**config.mk**
```make
export PLATFORM = sky130hd
export DESIGN_NAME = multicycle_control
export DESIGN_NICKNAME = d
export VERILOG_FILES = /design/src/rtl/multicycle_control_pkg.sv /design/src/rtl/multicycle_control_alu_decode.sv /design/src/rtl/multicycle_control.sv
export SDC_FILE = /design/constraint.sdc
export NUM_CORES = 1
export LEC_CHECK = 0
export BUFFER_PORTS_ARGS = -buffer_cell sky130_fd_sc_hd__buf_2
export CORE_UTILIZATION = 48
export CTS_BUF_LIST = sky130_fd_sc_hd__clkbuf_8
export CTS_CLUSTER_DIAMETER = 40
export DETAILED_ROUTE_END_ITERATION = 16
export GPL_ROUTABILITY_DRIVEN = 0
export GPL_TIMING_DRIVEN = 0
export HOLD_SLACK_MARGIN = 0.05
export PLACE_DENSITY_LB_ADDON = 0.2
export SYNTH_ARGS = -nofsm -noshare
export SYNTH_HDL_FRONTEND = slang
export SYNTH_HIERARCHICAL = 1
export SYNTH_SLANG_ARGS = --single-unit
```
**constraint.sdc**
```tcl
create_clock -name clk -period 2.3 [get_ports clk]
set_input_delay 0 -clock clk [delete_from_list [all_inputs] [get_ports clk]]
set_output_delay 0 -clock clk [all_outputs]
set_load 0.01 [all_outputs]
```
**src/rtl/multicycle_control_pkg.sv**
```systemverilog
// Shared encodings for the multi-cycle RV32I-subset controller: opcodes, ALU codes,
// mux selects, FSM states and instruction classes. TRAP exists only with MULTICYCLE_ILLEGAL_TRAP_EN.
package rv_ctrl_pkg;

    localparam logic [6:0] OP_R      = 7'b0110011;
    localparam logic [6:0] OP_I      = 7'b0010011;
    localparam logic [6:0] OP_LUI    = 7'b0110111;
    localparam logic [6:0] OP_LOAD   = 7'b0000011;
    localparam logic [6:0] OP_STORE  = 7'b0100011;
    localparam logic [6:0] OP_BRANCH = 7'b1100011;
    localparam logic [6:0] OP_JAL    = 7'b1101111;

    localparam logic [3:0] ALU_AND  = 4'b0000;
    localparam logic [3:0] ALU_OR   = 4'b0001;
    localparam logic [3:0] ALU_ADD  = 4'b0010;
    localparam logic [3:0] ALU_XOR  = 4'b0011;
    localparam logic [3:0] ALU_SLL  = 4'b0100;
    localparam logic [3:0] ALU_SRL  = 4'b0101;
    localparam logic [3:0] ALU_SRA  = 4'b1101;
    localparam logic [3:0] ALU_SUB  = 4'b0110;
    localparam logic [3:0] ALU_SLT  = 4'b0111;
    localparam logic [3:0] ALU_SLTU = 4'b1000;

    localparam logic [1:0] SRC_A_PC     = 2'b00;
    localparam logic [1:0] SRC_A_RS1    = 2'b01;
    localparam logic [1:0] SRC_A_ZERO   = 2'b10;
    localparam logic [1:0] SRC_A_OLD_PC = 2'b11;

    localparam logic [1:0] SRC_B_RS2  = 2'b00;
    localparam logic [1:0] SRC_B_IMM  = 2'b01;
    localparam logic [1:0] SRC_B_FOUR = 2'b10;

    localparam logic [1:0] WB_ALUOUT = 2'b00;
    localparam logic [1:0] WB_MDR    = 2'b01;
    localparam logic [1:0] WB_PC     = 2'b10;

    typedef enum logic [2:0] {
        ST_FETCH  = 3'b000,
        ST_DECODE = 3'b001,
        ST_EXEC   = 3'b010,
        ST_MEM    = 3'b011,
        ST_WB     = 3'b100
`ifdef MULTICYCLE_ILLEGAL_TRAP_EN
        , ST_TRAP = 3'b111
`endif
    } state_e;

    typedef enum logic [2:0] {
        CL_R, CL_I, CL_LUI, CL_LOAD, CL_STORE, CL_BRANCH, CL_JAL, CL_BAD
    } instr_class_e;

    function automatic instr_class_e classify(input logic [6:0] opcode);
        case (opcode)
            OP_R:      return CL_R;
            OP_I:      return CL_I;
            OP_LUI:    return CL_LUI;
            OP_LOAD:   return CL_LOAD;
            OP_STORE:  return CL_STORE;
            OP_BRANCH: return CL_BRANCH;
            OP_JAL:    return CL_JAL;
            default:   return CL_BAD;
        endcase
    endfunction

endpackage

```
**src/rtl/multicycle_control_alu_decode.sv**
```systemverilog
// Combinational ALU-control decode: instruction class plus funct3/funct7 to a 4-bit
// alu_ctl code and a legality flag for the instruction as a whole.
module alu_decode
    import rv_ctrl_pkg::*;
(
    input  logic [2:0] cls,
    input  logic [2:0] funct3,
    input  logic [6:0] funct7,
    output logic [3:0] alu_ctl,
    output logic       legal
);

    // The immediate form never subtracts; funct7[5] only selects SRA over SRL there.
    function automatic logic [3:0] funct3_op(input logic [2:0] f3, input logic alt, input logic is_reg);
        case (f3)
            3'b000:  return (alt && is_reg) ? ALU_SUB : ALU_ADD;
            3'b001:  return ALU_SLL;
            3'b010:  return ALU_SLT;
            3'b011:  return ALU_SLTU;
            3'b100:  return ALU_XOR;
            3'b101:  return alt ? ALU_SRA : ALU_SRL;
            3'b110:  return ALU_OR;
            default: return ALU_AND;
        endcase
    endfunction

    // NOTE: every output gets a default before the case so no path can infer a latch.
    always_comb begin
        alu_ctl = ALU_ADD;
        legal   = 1'b1;
        case (cls)
            CL_R: begin
                alu_ctl = funct3_op(funct3, funct7[5], 1'b1);
                legal   = (funct7 == 7'b0000000) ||
                          ((funct7 == 7'b0100000) && ((funct3 == 3'b000) || (funct3 == 3'b101)));
            end
            CL_I: begin
                alu_ctl = funct3_op(funct3, funct7[5], 1'b0);
            end
            CL_BRANCH: begin
                alu_ctl = ALU_SUB;
                legal   = (funct3[2:1] == 2'b00);
            end
            CL_LUI, CL_LOAD, CL_STORE, CL_JAL: begin
                alu_ctl = ALU_ADD;
            end
            default: begin
                legal = 1'b0;
            end
        endcase
    end

endmodule

```
**src/rtl/multicycle_control.sv**
```systemverilog
// Multi-cycle FETCH/DECODE/EXEC/MEM/WB controller with retired-instruction counter.
// Define MULTICYCLE_ILLEGAL_TRAP_EN to trap on illegal instructions; otherwise they act as NOPs.
module multicycle_control
    import rv_ctrl_pkg::*;
#(
    parameter int INSTRET_W = 32,
    parameter int ALU_CTL_W = 4
) (
    input  logic                 clk,
    input  logic                 rst_n,
    input  logic [31:0]          instr,
    input  logic                 mem_ready,
    input  logic                 zero,
    output logic                 mem_req,
    output logic                 mem_we,
    output logic                 ir_write,
    output logic                 pc_en,
    output logic                 pc_src,
    output logic [1:0]           alu_src_a,
    output logic [1:0]           alu_src_b,
    output logic [ALU_CTL_W-1:0] alu_ctl,
    output logic                 reg_write,
    output logic [1:0]           wb_sel,
    output logic                 illegal_instr,
    output logic [2:0]           state,
    output logic [INSTRET_W-1:0] instret
);

    state_e                 state_q, state_d;
    logic [INSTRET_W-1:0]   instret_q, instret_d;
    instr_class_e           instr_cls;
    logic [3:0]             dec_alu_ctl;
    logic                   dec_legal;
    logic [3:0]             alu_ctl4;
    logic                   retire;
    logic                   unused_instr_bits;

    assign instr_cls         = classify(instr[6:0]);
    assign unused_instr_bits = ^{instr[24:15], instr[11:7]};

    alu_decode u_alu_decode (
        .cls     (instr_cls),
        .funct3  (instr[14:12]),
        .funct7  (instr[31:25]),
        .alu_ctl (dec_alu_ctl),
        .legal   (dec_legal)
    );

    // Reset gates every strobe combinationally so an aborted instruction emits nothing.
    always_comb begin
        state_d       = state_q;
        retire        = 1'b0;
        mem_req       = 1'b0;
        mem_we        = 1'b0;
        ir_write      = 1'b0;
        pc_en         = 1'b0;
        pc_src        = 1'b0;
        alu_src_a     = SRC_A_PC;
        alu_src_b     = SRC_B_RS2;
        alu_ctl4      = ALU_AND;
        reg_write     = 1'b0;
        wb_sel        = WB_ALUOUT;
        illegal_instr = 1'b0;
        if (rst_n) begin
            case (state_q)
                ST_FETCH: begin
                    mem_req = 1'b1;
                    if (mem_ready) begin
                        ir_write  = 1'b1;
                        pc_en     = 1'b1;
                        alu_src_a = SRC_A_PC;
                        alu_src_b = SRC_B_FOUR;
                        alu_ctl4  = ALU_ADD;
                        state_d   = ST_DECODE;
                    end
                end
                ST_DECODE: begin
                    alu_src_a = SRC_A_OLD_PC;
                    alu_src_b = SRC_B_IMM;
                    alu_ctl4  = ALU_ADD;
                    if (dec_legal) begin
                        state_d = ST_EXEC;
                    end else begin
`ifdef MULTICYCLE_ILLEGAL_TRAP_EN
                        state_d = ST_TRAP;
`else
                        state_d = ST_FETCH;
`endif
                    end
                end
                ST_EXEC: begin
                    case (instr_cls)
                        CL_R: begin
                            alu_src_a = SRC_A_RS1;
                            alu_src_b = SRC_B_RS2;
                            alu_ctl4  = dec_alu_ctl;
                            state_d   = ST_WB;
                        end
                        CL_I: begin
                            alu_src_a = SRC_A_RS1;
                            alu_src_b = SRC_B_IMM;
                            alu_ctl4  = dec_alu_ctl;
                            state_d   = ST_WB;
                        end
                        CL_LUI: begin
                            alu_src_a = SRC_A_ZERO;
                            alu_src_b = SRC_B_IMM;
                            alu_ctl4  = ALU_ADD;
                            state_d   = ST_WB;
                        end
                        CL_LOAD, CL_STORE: begin
                            alu_src_a = SRC_A_RS1;
                            alu_src_b = SRC_B_IMM;
                            alu_ctl4  = ALU_ADD;
                            state_d   = ST_MEM;
                        end
                        CL_BRANCH: begin
                            // BEQ takes on zero, BNE on not-zero; funct3[0] flips the sense.
                            alu_src_a = SRC_A_RS1;
                            alu_src_b = SRC_B_RS2;
                            alu_ctl4  = ALU_SUB;
                            pc_src    = 1'b1;
                            pc_en     = zero ^ instr[12];
                            retire    = 1'b1;
                            state_d   = ST_FETCH;
                        end
                        CL_JAL: begin
                            pc_en     = 1'b1;
                            pc_src    = 1'b1;
                            reg_write = 1'b1;
                            wb_sel    = WB_PC;
                            retire    = 1'b1;
                            state_d   = ST_FETCH;
                        end
                        default: begin
                            state_d = ST_FETCH;
                        end
                    endcase
                end
                ST_MEM: begin
                    mem_req = 1'b1;
                    mem_we  = (instr_cls == CL_STORE);
                    if (mem_ready) begin
                        if (instr_cls == CL_STORE) begin
                            retire  = 1'b1;
                            state_d = ST_FETCH;
                        end else begin
                            state_d = ST_WB;
                        end
                    end
                end
                ST_WB: begin
                    reg_write = 1'b1;
                    wb_sel    = (instr_cls == CL_LOAD) ? WB_MDR : WB_ALUOUT;
                    retire    = 1'b1;
                    state_d   = ST_FETCH;
                end
`ifdef MULTICYCLE_ILLEGAL_TRAP_EN
                ST_TRAP: begin
                    illegal_instr = 1'b1;
                end
`endif
                default: begin
                    state_d = ST_FETCH;
                end
            endcase
        end
        instret_d = retire ? instret_q + INSTRET_W'(1) : instret_q;
    end

    // NOTE: state registers use non-blocking assignments so all flops update together at the edge.
    always_ff @(posedge clk) begin
        if (!rst_n) begin
            state_q   <= ST_FETCH;
            instret_q <= '0;
        end else begin
            state_q   <= state_d;
            instret_q <= instret_d;
        end
    end

    always_comb begin
        alu_ctl      = '0;
        alu_ctl[3:0] = alu_ctl4;
    end

    assign state   = state_q;
    assign instret = instret_q;

endmodule

```
==> metrics.yaml <==
synth:
  async_flop_share_pct: 0
  synth-xor-area-share_pct: 1.90
  syn_area_sq_um: 2310
  syn_nets: 346
  synth_seq_area_share_pct: 30.4
  ys_seq_elements: 35
  synth-compound-area-share_pct: 24.6
  ys_top_cells_by_count: "dfxtp_1 (35), a21oi_1 (33), nand2_1 (24), o21ai_0 (23), nor2_1 (20)"
  yosys.area_share.simple_pct: 35.3
  yosys.cell_count.top_type: "dfxtp_1"
  yosysWarnings: 6
  yosysTopAreaCell: "dfxtp_1"
  synthAdderAreaFrac_pct: 0.542
  synth_top_family_by_area: "simple AND/OR/NAND/NOR gates"
  synth-edff-count: 0
  syn_avg_cell_area_sq_um: 7.47
  synth.distinct_cells: 49
  muxShareOfSynthArea_pct: 0.867
  synth_top_area_share_pct: 30.4
  synth_ff_type: "dfxtp_1"
  synthTopCellsByArea: "dfxtp_1 (30%), a21oi_1 (7.2%), o21ai_0 (5.0%)"
  synthCells: 309
worst_setup_path:
  critPathKind: "register to register"
  critPathCaptureType: "register"
  start_kind: "register"
  worst-path-buf-inv: 1
  critPathMaxStageDelay_ps: 500
  cp_data_arrival_time_ps: 2410
  critical_path_required_ps: 2520
  worstPathMaxFanout: 10
  crit_chain: "nand4bb_2, nor4_4, a311oi_4, buf_6, or4_1, a21oi_1"
  crit_family: "simple AND/OR/NAND/NOR gates"
  slowest_stage: "or4_1"
timing:
  clock_skew_ps: 7.29
  rsz0062_at_grt: "false"
  fin_crit_ps: 2190
  hold_viol_final: 0
  fin_crit_sh_pct: 95.3
  maxSlewViolCount: 0
  hold-worst-slack_ps: 84.3
  fmax_ghz: 0.456
  relSlewSlack_pct: 59.0
  setup_violations: 0
  setup_ws_ps: 109
  worst_slew_pin_slew_ps: 609
floorplanning:
  dieArea_sq_um: 5090
  fp-row-count: 24
  initial_core_util_pct: 51.6
  die_w_microns: 71.4
  coreArea_sq_um: 4470
  die_y_microns: 71.4
  io_pins: 88
global_route:
  grt_pass1_wl_mm: 10.7
  antenna_found_initial: 0
  grt.overflow.total: 0
  groute.usage.overall_pct: 26.0
  grt_pass1_vias: 2306
  grt_max_degree: 11
placed_design:
  port_buffers: 67
  dp_hpwl_mm: 4.78
  place_ws_ps: -193
power:
  ir_drop_v: 0.000284
  powerDensity_nw_per_um2: 431
  leakage_nw: 1.11
clocking:
  insertion_delay_ps: 290
  cts_buffers: 5
  cts_tree: "built"
  path_clk_slew_ps: 70
  clkSinkCount: 35
  cts.htree.levels: 2
  postCtsSetupBuffers: 0
  cts_buffer_depth: 2
  clockRootBuffer: "clkbuf_8"
worst_hold_path:
  hold_path.class: "input pin to register"
layout:
  area_delta_synth_final_pct: 23.5
  n_fill_cell: 427
  drive_above_1_share_pct: 23.1
  fin_nets: 421
  num_antenna_cells: 0
drt:
  wl_per_cell_microns: 15.1
  dr.pass1.iters: 10
  drc: 3
  drtIter0Drc: 197
  ant_nets: 0
  wl_mm: 6.59
  routed_via_density: 6.05
  vias: 2645
status:
  status: "complete, but fails checks"
  violations: "DRC"
job:
  maxCapViolations: 0
[placed cells by master, fill, tap and decap left out, types with 2 or more instances in the layout]
master    instances
a21oi_1          33
a221oi_1          2
a31oi_1           3
and2_1            3
and3_1            8
and4_1            2
buf_2            69
buf_4             2
buf_6             3
clkbuf_1         12
clkbuf_8          7
dfxtp_1          35
inv_1            13
mux2i_1           2
nand2_1          24
nand2b_1          6
nand3_1          10
nand3b_1          6
nand4_1          16
nor2_1           20
nor2b_1           3
nor3_1            8
nor4_1            2
nor4_4            2
o211ai_1          5
o21ai_0          23
o31ai_1          13
or3_1            17
or4_1             9
xor2_1            4
[metrics by stage]
step           power [mW]  cells  util (%)  instance area [sq um]  TNS, ps
2_1_floorplan       0.695    309         -                   2310        0
3_3_place_gp        0.739    428      60.5                   2710     -281
3_5_place_dp        0.740    428      60.5                   2710     -670
4_1_cts              1.23    437      63.2                   2830    -23.8
5_1_grt              1.27    437      63.7                   2850        0
6_report             1.23    437      63.7                   2850        0
[worst min-delay path, cell delays in order]
cell and delay (ps):
buf_2 160, o211ai_1 100, o31ai_1 70
[state kept, by name, summed over array words and instances, names as in the netlist]
register and flops:
instret 32, state 3
[metal layers]
layer  routed length, microns  up-vias  global-route usage (%)
li1                         -     1319                       -
met1                     3180     1231                    37.9
met2                     2950       89                    39.9
met3                      415        6                    5.49
met4                       40        0                    4.67
met5                        0        -                       0
[final timing paths]
path                                  start           to  slack (ps)  depth (start not counted)
worst min-delay path                  rst_n   instret[3]          80                          3
worst min register to register  instret[31]  instret[31]         500                          2
worst max-delay path               state[0]  instret[30]         110                          6
worst max register to register     state[0]  instret[30]         110                          6
[cell families (layout without fill, tap and decap cells)]
group           after synthesis  count (layout)
flops                        35              35
buf+inv                      32             108
other cells                   1               1
simple gates                142             142
xor+xnor                      5               5
mux                           2               2
fa+ha+maj                     1               1
compound gates               91              91
[cell type report]
cell class	instances	area, sq um	area share (%)
clock inverter	1	3.75	0.132
inverter	12	45.0	1.58
multi-input combinational	242	1490	52.1
clock buffer	7	96.3	3.38
sequential	35	701	24.6
tap	52	65.1	2.28
timing repair buffer	68	345	12.1
buffer	20	109	3.82
[where the power goes]
part	total (mW)	internal, mW	switching, mW
Sequential	0.609	0.607	0.00260
Clock	0.498	0.269	0.228
Combinational	0.123	0.0470	0.0757
Total	1.23	0.923	0.307
[repair_timing]
item | 4_1_cts | 5_1_grt
hold endpoints to repair | 1 | 0
pin swaps | 0 | 1
setup endpoints to repair | 7 | 24
gates resized for setup | 3 | 9
hold buffers | 1 | 0
Power figures use the tool's default switching activity.
